==> config.mk <==
export PLATFORM = sky130hd
export DESIGN_NAME = host_uart_frame_assembler
export DESIGN_NICKNAME = d
export VERILOG_FILES = /design/src/rtl/host_uart_pkg.sv /design/src/rtl/host_uart_gap_timer.sv /design/src/rtl/host_uart_frame_assembler.sv
export SDC_FILE = /design/constraint.sdc
export NUM_CORES = 1
export LEC_CHECK = 0
export CAP_MARGIN = 40
export CORE_AREA = 2 2 412 414
export CTS_BUF_LIST = sky130_fd_sc_hd__clkbuf_8
export DETAILED_ROUTE_END_ITERATION = 8
export DIE_AREA = 0 0 414 416
export GPL_TIMING_DRIVEN = 0
export PLACE_DENSITY = 0.51
export REMOVE_ABC_BUFFERS = 1
export SETUP_SLACK_MARGIN = 0.3
export SKIP_CTS_REPAIR_TIMING = 1
export SLEW_MARGIN = 30
export SYNTH_ARGS = -nofsm -noshare
export SYNTH_HDL_FRONTEND = slang
export SYNTH_SLANG_ARGS = --single-unit
export TNS_END_PERCENT = 1
==> constraint.sdc <==
create_clock -name clk -period 7.24 [get_ports clk]
set_clock_uncertainty 0.2 [all_clocks]
set_input_delay 2.172 -clock clk [delete_from_list [all_inputs] [get_ports clk]]
set_output_delay 2.172 -clock clk [all_outputs]
set_load 0.05 [all_outputs]
==> src/rtl/host_uart_pkg.sv <==
// Shared types and constants for the host UART frame assembler.
// Checksum support is selected elsewhere by HOST_UART_ASM_CHECKSUM_EN.
package host_uart_pkg;

    localparam int FRAME_W             = 1024;
    localparam int DEFAULT_MAX_PAYLOAD = 128;

    typedef enum logic [1:0] {
        ST_IDLE     = 2'd0,
        ST_PAYLOAD  = 2'd1,
        ST_CSUM     = 2'd2,
        ST_WAIT_DEC = 2'd3
    } state_e;

    typedef enum logic [2:0] {
        ERR_NONE     = 3'd0,
        ERR_BAD_LEN  = 3'd1,
        ERR_TIMEOUT  = 3'd2,
        ERR_OVERRUN  = 3'd3,
        ERR_CHECKSUM = 3'd4
    } err_e;

endpackage

==> src/rtl/host_uart_gap_timer.sv <==
// Counts idle cycles between received bytes; saturates at TIMEOUT_CYCLES and
// flags expiry while enabled.
module host_uart_gap_timer #(
    parameter int TIMEOUT_CYCLES = 100000
) (
    input  logic clk,
    input  logic reset,
    input  logic enable,
    input  logic clear,
    output logic expired
);

    localparam int CW = $clog2(TIMEOUT_CYCLES + 1);
    localparam logic [CW-1:0] LIMIT = CW'(TIMEOUT_CYCLES);

    logic [CW-1:0] count;

    always_ff @(posedge clk or negedge reset) begin
        if (!reset) begin
            count <= '0;
        end else if (!enable || clear) begin
            count <= '0;
        end else if (count != LIMIT) begin
            count <= count + CW'(1);
        end
    end

    assign expired = enable && (count == LIMIT);

endmodule

==> src/rtl/host_uart_frame_assembler.sv <==
// Assembles length-prefixed UART bytes into a 1024-bit command frame and
// launches the decoder. Optional trailing checksum: HOST_UART_ASM_CHECKSUM_EN.
module host_uart_frame_assembler
    import host_uart_pkg::*;
#(
    parameter int TIMEOUT_CYCLES = 100000,
    parameter int MAX_PAYLOAD    = DEFAULT_MAX_PAYLOAD
) (
    input  logic               clk,
    input  logic               reset,
    input  logic [7:0]         rx_data,
    input  logic               rx_valid,
    input  logic               dec_done,
    output logic [FRAME_W-1:0] frame_data,
    output logic               frame_start,
    output logic [7:0]         frame_len,
    output logic               busy,
    output logic               error,
    output logic [2:0]         err_code
);

    state_e     state;
    state_e     state_next;
    logic [6:0] byte_idx;
    logic       last_byte;
    logic       gap_expired;
    logic       accept_len;
    logic       write_byte;
    logic       start_set;
    logic       err_set;
    err_e       err_val;
`ifdef HOST_UART_ASM_CHECKSUM_EN
    logic [7:0] csum;
`endif

    host_uart_gap_timer #(
        .TIMEOUT_CYCLES(TIMEOUT_CYCLES)
    ) u_gap_timer (
        .clk    (clk),
        .reset  (reset),
        .enable ((state == ST_PAYLOAD) || (state == ST_CSUM)),
        .clear  (rx_valid),
        .expired(gap_expired)
    );

    assign last_byte = ({1'b0, byte_idx} == (frame_len - 8'd1));
    assign busy      = (state != ST_IDLE);

    always_ff @(posedge clk or negedge reset) begin
        if (!reset) begin
            state <= ST_IDLE;
        end else begin
            state <= state_next;
        end
    end

    // A received byte always takes priority over an expiring gap timer.
    always_comb begin
        state_next = state;
        accept_len = 1'b0;
        write_byte = 1'b0;
        start_set  = 1'b0;
        err_set    = 1'b0;
        err_val    = ERR_NONE;
        case (state)
            ST_IDLE: begin
                if (rx_valid) begin
                    if (rx_data == 8'd0 || int'(rx_data) > MAX_PAYLOAD) begin
                        err_set = 1'b1;
                        err_val = ERR_BAD_LEN;
                    end else begin
                        accept_len = 1'b1;
                        state_next = ST_PAYLOAD;
                    end
                end
            end
            ST_PAYLOAD: begin
                if (rx_valid) begin
                    write_byte = 1'b1;
                    if (last_byte) begin
`ifdef HOST_UART_ASM_CHECKSUM_EN
                        state_next = ST_CSUM;
`else
                        state_next = ST_WAIT_DEC;
`endif
                    end
                end else if (gap_expired) begin
                    err_set    = 1'b1;
                    err_val    = ERR_TIMEOUT;
                    state_next = ST_IDLE;
                end
            end
            ST_CSUM: begin
`ifdef HOST_UART_ASM_CHECKSUM_EN
                if (rx_valid) begin
                    if (rx_data == csum) begin
                        state_next = ST_WAIT_DEC;
                    end else begin
                        err_set    = 1'b1;
                        err_val    = ERR_CHECKSUM;
                        state_next = ST_IDLE;
                    end
                end else if (gap_expired) begin
                    err_set    = 1'b1;
                    err_val    = ERR_TIMEOUT;
                    state_next = ST_IDLE;
                end
`else
                state_next = ST_IDLE;
`endif
            end
            ST_WAIT_DEC: begin
                if (rx_valid) begin
                    err_set = 1'b1;
                    err_val = ERR_OVERRUN;
                end
                if (dec_done) begin
                    start_set  = 1'b1;
                    state_next = ST_IDLE;
                end
            end
            default: state_next = ST_IDLE;
        endcase
    end

    // frame_data/frame_len only change on an accepted length byte or a payload
    // write, so they stay stable for the decoder throughout WAIT_DEC.
    always_ff @(posedge clk or negedge reset) begin
        if (!reset) begin
            frame_data  <= '0;
            frame_len   <= 8'd0;
            byte_idx    <= 7'd0;
            frame_start <= 1'b0;
            error       <= 1'b0;
            err_code    <= ERR_NONE;
`ifdef HOST_UART_ASM_CHECKSUM_EN
            csum        <= 8'd0;
`endif
        end else begin
            frame_start <= start_set;
            error       <= err_set;
            if (err_set) begin
                err_code <= err_val;
            end
            if (accept_len) begin
                frame_data <= '0;
                frame_len  <= rx_data;
                byte_idx   <= 7'd0;
`ifdef HOST_UART_ASM_CHECKSUM_EN
                csum       <= rx_data;
`endif
            end
            if (write_byte) begin
                frame_data[{byte_idx, 3'b000} +: 8] <= rx_data;
                byte_idx <= byte_idx + 7'd1;
`ifdef HOST_UART_ASM_CHECKSUM_EN
                csum     <= csum ^ rx_data;
`endif
            end
        end
    end

endmodule

==> key figures, run 1 <==
Timing
  • Measured slew at the worst slew-check pin: 0.8579 ns
  • Setup violations, final: 0
  • Period utilisation layout: 0.7521
  • Crit path time final: 5.445 ns
  • Max Transition Viols Final: 0
  • Relative slew slack: 0.4263
  • Fin. Hold Viols: 0
  • RSZ-0062 raised after global routing: false
  • Max Fclk: 183.6 MHz
  • Setup TNS Final: 0 ns
  • Worst Slack Setup Final: 1.795 ns

Yosys
  • Synth Flop Type: dfrtp_1
  • Synth warn: 0
  • Seq/Total Area, Yosys: 0.6264
  • Post-synthesis cell area: 0.04243 sq mm
  • Flops & latches, synth: 1,062
  • Post-synth EDFFs: 0
  • Synth Area per Inst: 9.662 sq um
  • Synth Instances: 4,391
  • Synth async-reset ratio: 1.000
  • Netlist cell types: 53

Clocking
  • Worst skew pair latency: 0.96 ns
  • CTS Buf Count: 193
  • Clock sink count: 1,062
  • Number of H-tree levels: 4
  • Clock buffer depth: 3
  • Clock root buffer: clkbuf_8
  • CTS tree: yes
  • Clock transition at path regs: 0.06 ns

Global route
  • Total gr overflow: 0
  • Pin count of the biggest net entering global routing: 124
  • Tot GR Track Use: 0.2248
  • Global-route wire length before repair: 278.7 mm
  • Number of global-route vias before repair: 36,060
  • Initial antenna violation count: 7

Detailed routing
  • Vias/cell: 4.820
  • Max Used Layer: met4
  • Detail Route Antenna Nets: 0
  • Pre-antenna DRT Iters: 8
  • # DRC: 0
  • Met2 wire len: 95.37 mm
  • M1 WL: 80.84 mm
  • WL final: 198.6 mm
  • DRT iter0 DRCs: 3,071
  • Routed len/inst: 25.65 um
  • Vias: 37,320
  • Met3 WL: 13.69 mm

Power and ir drop
  • Worst vdd ir: 0.0001892 V
  • Sequential share of power: 0.397
  • Pleak: 24.90 nW
  • Sw Ratio: 0.3565
  • Logic pwr share: 0.243
  • Clock power share: 0.360
  • Sw Pwr: 5.600 mW
  • Power density over cell area: 260.5 mW/mm^2
  • Pint: 10.11 mW

Placed design
  • Pre-CTS setup slack: 0.9176 ns
  • Placed cell count: 7,395
  • Gpl congestion: 0.8499
  • PortBufs: 1,048
  • Detailed Place HPWL: 143.7 mm
  • DP Area: 0.05645 sq mm

Layout
  • Finished Layout Cells: 7,743
  • Most common cell after layout, fill and taps aside: dfrtp_1
  • Most frequent cells in the layout: 1,062 x dfrtp_1, 1,039 x clkdlybuf4s50_1, 981 x o21ai_0, 902 x nand3_1, 765 x nand2_1
  • Area growth from synthesis to layout: 42.13%
  • Layout cells sized above 1: 0.08081
  • Nets: 5,406
  • Design Area, Final: 0.06030 sq mm

Worst setup path
  • CP Launch Type: primary input
  • CP Buf/Inv Count: 8
  • CP Capture Type: flop
  • CP peak stage delay: 0.56 ns
  • Critical path's top delay family: buffers and inverters
  • Slowest-stage cell, CP: or4_1
  • CP Class: primary input to flop
  • Most used cell, CP: buf_12
  • Worst path cell trace: buf_6 -> buf_16 -> or4_1 -> nor4_1 -> xnor2_1 -> nand3_4 -> buf_12 -> buf_12 -> buf_12 -> buf_12 -> buf_12 -> buf_12 -> nand3_1 -> o21ai_0
  • CP max FO: 49
  • Worst endpoint required time: 7.88 ns
  • Critical path data arrival time: 6.09 ns

Die
  • IO Count: 1,050
  • Row Count: 151
  • Full die area: 0.1722 sq mm
  • Core area: 0.1681 sq mm
  • Horiz. Die Dim: 414 um
  • Starting Density: 0.2523
  • Die Y: 416 um

Outcome
  • Status: complete, no violations

Flow run
  • Max-cap violation count: 0

Min path
  • Tightest Hold Check Type: flop to flop
[cell families after synthesis]
kind of cell,share of synthesized area
compound gates,0.1233
xor+xnor,0.006399
fa+ha+maj,0.003834
buf+inv,0.03424
flops,0.6264
mux,0.006134
other cells,0.00008839
simple gates,0.1996
[final cells by class]
class	instances	area, sq um
clock buffer	231	3179
inverter	15	56.30
fill	17040	107800
antenna	6	15.01
tap	2218	2775
multi-input combinational	2948	14680
sequential	1062	26580
timing repair buffer	1161	12450
clock inverter	102	571.8
[power groups by stage]
stage	Clock (mW)	Sequential (mW)	Combinational (mW)
after floorplan	0	6.81	1.22
after global placement	0	6.37	3.15
after detailed placement	0	6.34	3.84
after CTS	5.85	6.24	3.85
after global routing	6.09	6.26	4.06
final	5.65	6.24	3.81
[worst paths after layout]
check | from | endpoint | slack (ns) | cells past startpoint
worst min-delay path | frame_data[11] | frame_data[11] | 0.29 | 2
worst min register to register | frame_data[11] | frame_data[11] | 0.29 | 2
worst max register to register | byte_idx[0] | frame_data[885] | 2.43 | 9
max in group asynchronous | reset | frame_data[116] | 2.89 | 6
worst max-delay path | rx_data[2] | frame_data[747] | 1.79 | 14
min in group asynchronous | reset | frame_data[288] | 0.82 | 1
[worst min-delay path, cell delays in order, from the launching register on]
cell,delay [ns]
dfrtp_1,0.34
nand3_1,0.06
o21ai_0,0.06
[metrics by stage]
| step | utilization | power, mW | hold WS [ns] |
|---|---|---|---|
| 2_1_floorplan | - | 8.030 | 0.3017 |
| 3_3_place_gp | 0.3229 | 9.520 | 0.2808 |
| 3_5_place_dp | 0.3357 | 10.18 | 0.2833 |
| 4_1_cts | 0.3580 | 15.94 | 0.3017 |
| 5_1_grt | 0.3586 | 16.40 | 0.3181 |
| 6_report | 0.3586 | 15.71 | 0.2947 |
[state kept, by name, summed over array words and instances (netlist names)]
| name | cells |
|---|---|
| error | 1 |
| frame_data | 1024 |
| frame_len | 8 |
| byte_idx | 7 |
| u_gap_timer.count | 17 |
| err_code | 2 |
| frame_start | 1 |
| state | 2 |
[cell usage after synthesis, types with 6 or more instances]
cell type  number  area (sq um)
dfrtp_1      1062         26580
o21ai_0       981          4910
nand3_1       903          4519
nand2_1       769          2887
clkbuf_1      288          1081
buf_1          62         232.7
nor2_1         50         187.7
and2_1         27         168.9
mux2i_1        26         260.3
and3_1         21         131.4
xnor2_1        19         166.4
buf_2          15         75.07
inv_1          15         56.30
nor2b_1        15         93.84
ha_1           13         162.7
xor2_1         12         105.1
o21ai_1        11         55.05
a21oi_1         9         45.04
nand2b_1        9         56.30
nor3_1          9         45.04
nor4_1          8         50.05
o31ai_1         6         45.04
[routing by layer]
metal	vias up	track usage
li1	17190	-
met1	18510	0.2757
met2	1304	0.3702
met3	317	0.06195
met4	0	0.09691
met5	-	0
Power figures use the tool's default switching activity.
==> run 2: changes to the inputs <==
clock period = 5.1 ns   (was 7.24 ns; I/O delays follow)
==> key figures, run 2 (synthesis gave the netlist of run 1 again) <==
Worst setup path
  • CP Buf/Inv Count: 8
  • R2R depth: 10
  • Worst path cell trace: buf_6 -> buf_16 -> or4_1 -> nor4_1 -> xnor2_1 -> nand3_4 -> buf_12 -> buf_12 -> buf_12 -> buf_12 -> buf_12 -> buf_12 -> nand3_1 -> o21ai_0
  • CP max FO: 49
  • CP Capture Type: flop
  • Capture point of the worst reg-to-reg path: frame_data[560]
  • CP Class: primary input to flop
  • Critical path data arrival time: 5.45 ns
  • Reg2Reg Launch Point: byte_idx[0]
  • CP peak stage delay: 0.56 ns
  • CP Launch Type: primary input
  • Critical path's top delay family: buffers and inverters
  • Worst R2R Setup Slack: 0.42 ns
  • Worst endpoint required time: 5.74 ns
  • Slowest-stage cell, CP: or4_1
  • Most used cell, CP: buf_12

Timing
  • Setup TNS Final: 0 ns
  • Max Fclk: 207.9 MHz
  • Measured slew at the worst slew-check pin: 0.8571 ns
  • Setup violations, final: 0
  • Relative slew slack: 0.4268
  • Max Transition Viols Final: 0
  • RSZ-0062 raised after global routing: true
  • Period utilisation layout: 0.9433
  • Crit path time final: 4.811 ns
  • Fin. Hold Viols: 0

Placed design
  • Gpl congestion: 0.8499
  • PortBufs: 1,048
  • Detailed Place HPWL: 143.7 mm

Layout
  • Register area: 0.02658 sq mm
  • Largest reg by FF count: frame_data
  • Area growth from synthesis to layout: 42.15%
  • Layout cells sized above 1: 0.08081
  • Nets: 5,406
  • Most frequent cells in the layout: 1,062 x dfrtp_1, 1,039 x clkdlybuf4s50_1, 981 x o21ai_0, 902 x nand3_1, 765 x nand2_1
  • Most common cell after layout, fill and taps aside: dfrtp_1
  • Largest regs: frame_data x1024, u_gap_timer.count x17, frame_len x8
  • Area occupied by multi-input gates: 0.01468 sq mm
  • Max reg flops: 1,024
  • Filler Cells Inserted: 17,040

Detailed routing
  • Max Used Layer: met4
  • DRT iter0 DRCs: 3,009
  • M1 WL: 80.72 mm
  • WL final: 198.4 mm
  • Detail Route Antenna Nets: 0
  • Vias: 37,240
  • Pre-antenna DRT Iters: 7
  • Routed len/inst: 25.62 um
  • Met2 wire len: 95.50 mm
  • # DRC: 0
  • Met3 WL: 13.50 mm
  • Vias/cell: 4.809

Die
  • Starting Density: 0.2523
  • Horiz. Die Dim: 414 um
  • IO Count: 1,050
  • Full die area: 0.1722 sq mm
  • Core area: 0.1681 sq mm
  • Die Y: 416 um
  • Row Count: 151

Flow run
  • Max-cap violation count: 0

Clocking
  • CTS tree: yes
  • Number of H-tree levels: 4
  • Clock sink count: 1,062
  • Worst skew pair latency: 0.95 ns
  • Clock buffer depth: 3
  • CTS Buf Count: 193
  • Clock transition at path regs: 0.06 ns
  • Clock root buffer: clkbuf_8

Outcome
  • Status: complete, no violations

Global route
  • Initial antenna violation count: 7
  • Global-route wire length before repair: 278.7 mm
  • Pin count of the biggest net entering global routing: 124
  • Number of global-route vias before repair: 36,060
  • Total gr overflow: 0
  • Tot GR Track Use: 0.2248

Min path
  • Tightest Hold Check Type: primary input to async pin

Power and ir drop
  • Pleak: 24.90 nW
  • Power density over cell area: 369.6 mW/mm^2
  • Power Total: 22.29 mW
  • Worst vdd ir: 0.0002684 V
==> run 2: cell count changes in the layout (fill, tap and decap cells not counted) <==
cell     delta
and4_2      -1
and4_4      +1
diode_2     +1
nor2b_2     -1
nor2b_4     +1
==> run 2: area by class of cell <==
type	instances	area share
Clock inverter	102	0.009481
Antenna cell	7	0.0002904
Timing Repair Buffer	1161	0.2064
Inverter	15	0.0009336
Clock buffer	231	0.05272
Multi-Input combinational cell	2948	0.2435
Tap cell	2218	0.04601
Sequential cell	1062	0.4406
==> run 2: through the flow <==
step / hold WS [ns] / utilization / worst slack [ns] / instance area, sq um / std cells
2_1_floorplan: 0.3017 / - / -19.26 / 41030 / 4025
3_3_place_gp: 0.2808 / 0.3229 / -48.99 / 54300 / 7291
3_5_place_dp: 0.2833 / 0.3357 / -0.5804 / 56450 / 7395
4_1_cts: 0.03501 / 0.3580 / 0.2386 / 60200 / 7728
5_1_grt: 0.08681 / 0.3586 / 0.02398 / 60300 / 7739
6_report: 0.1798 / 0.3587 / 0.2891 / 60310 / 7744
==> run 2: worst max-delay path by stage <==
| stage | endpoint | startpoint | depth (start not counted) | slack, ns |
|---|---|---|---|---|
| finish | frame_data[747] | rx_data[2] | 14 | 0.29 |
| global route | frame_data[677] | byte_idx[0] | 9 | 0.02 |
| CTS | frame_data[880] | byte_idx[0] | 9 | 0.24 |
| detailed placement | frame_data[747] | rx_data[2] | 14 | -0.58 |
| global placement | frame_data[116] | reset | 1 | -48.99 |
| floorplan | frame_len[2] | rx_data[2] | 5 | -19.26 |
==> run 2: per-layer routing <==
| layer | GRT usage | up-vias |
|---|---|---|
| met5 | 0 | - |
| met4 | 0.09691 | 0 |
| met3 | 0.06195 | 316 |
| met2 | 0.3702 | 1268 |
| met1 | 0.2757 | 18470 |
| li1 | - | 17190 |
==> run 2: power breakdown <==
part | internal [mW] | switching, mW
clock | 4.23 | 3.79
sequential | 8.65 | 0.206
combinational | 1.46 | 3.94
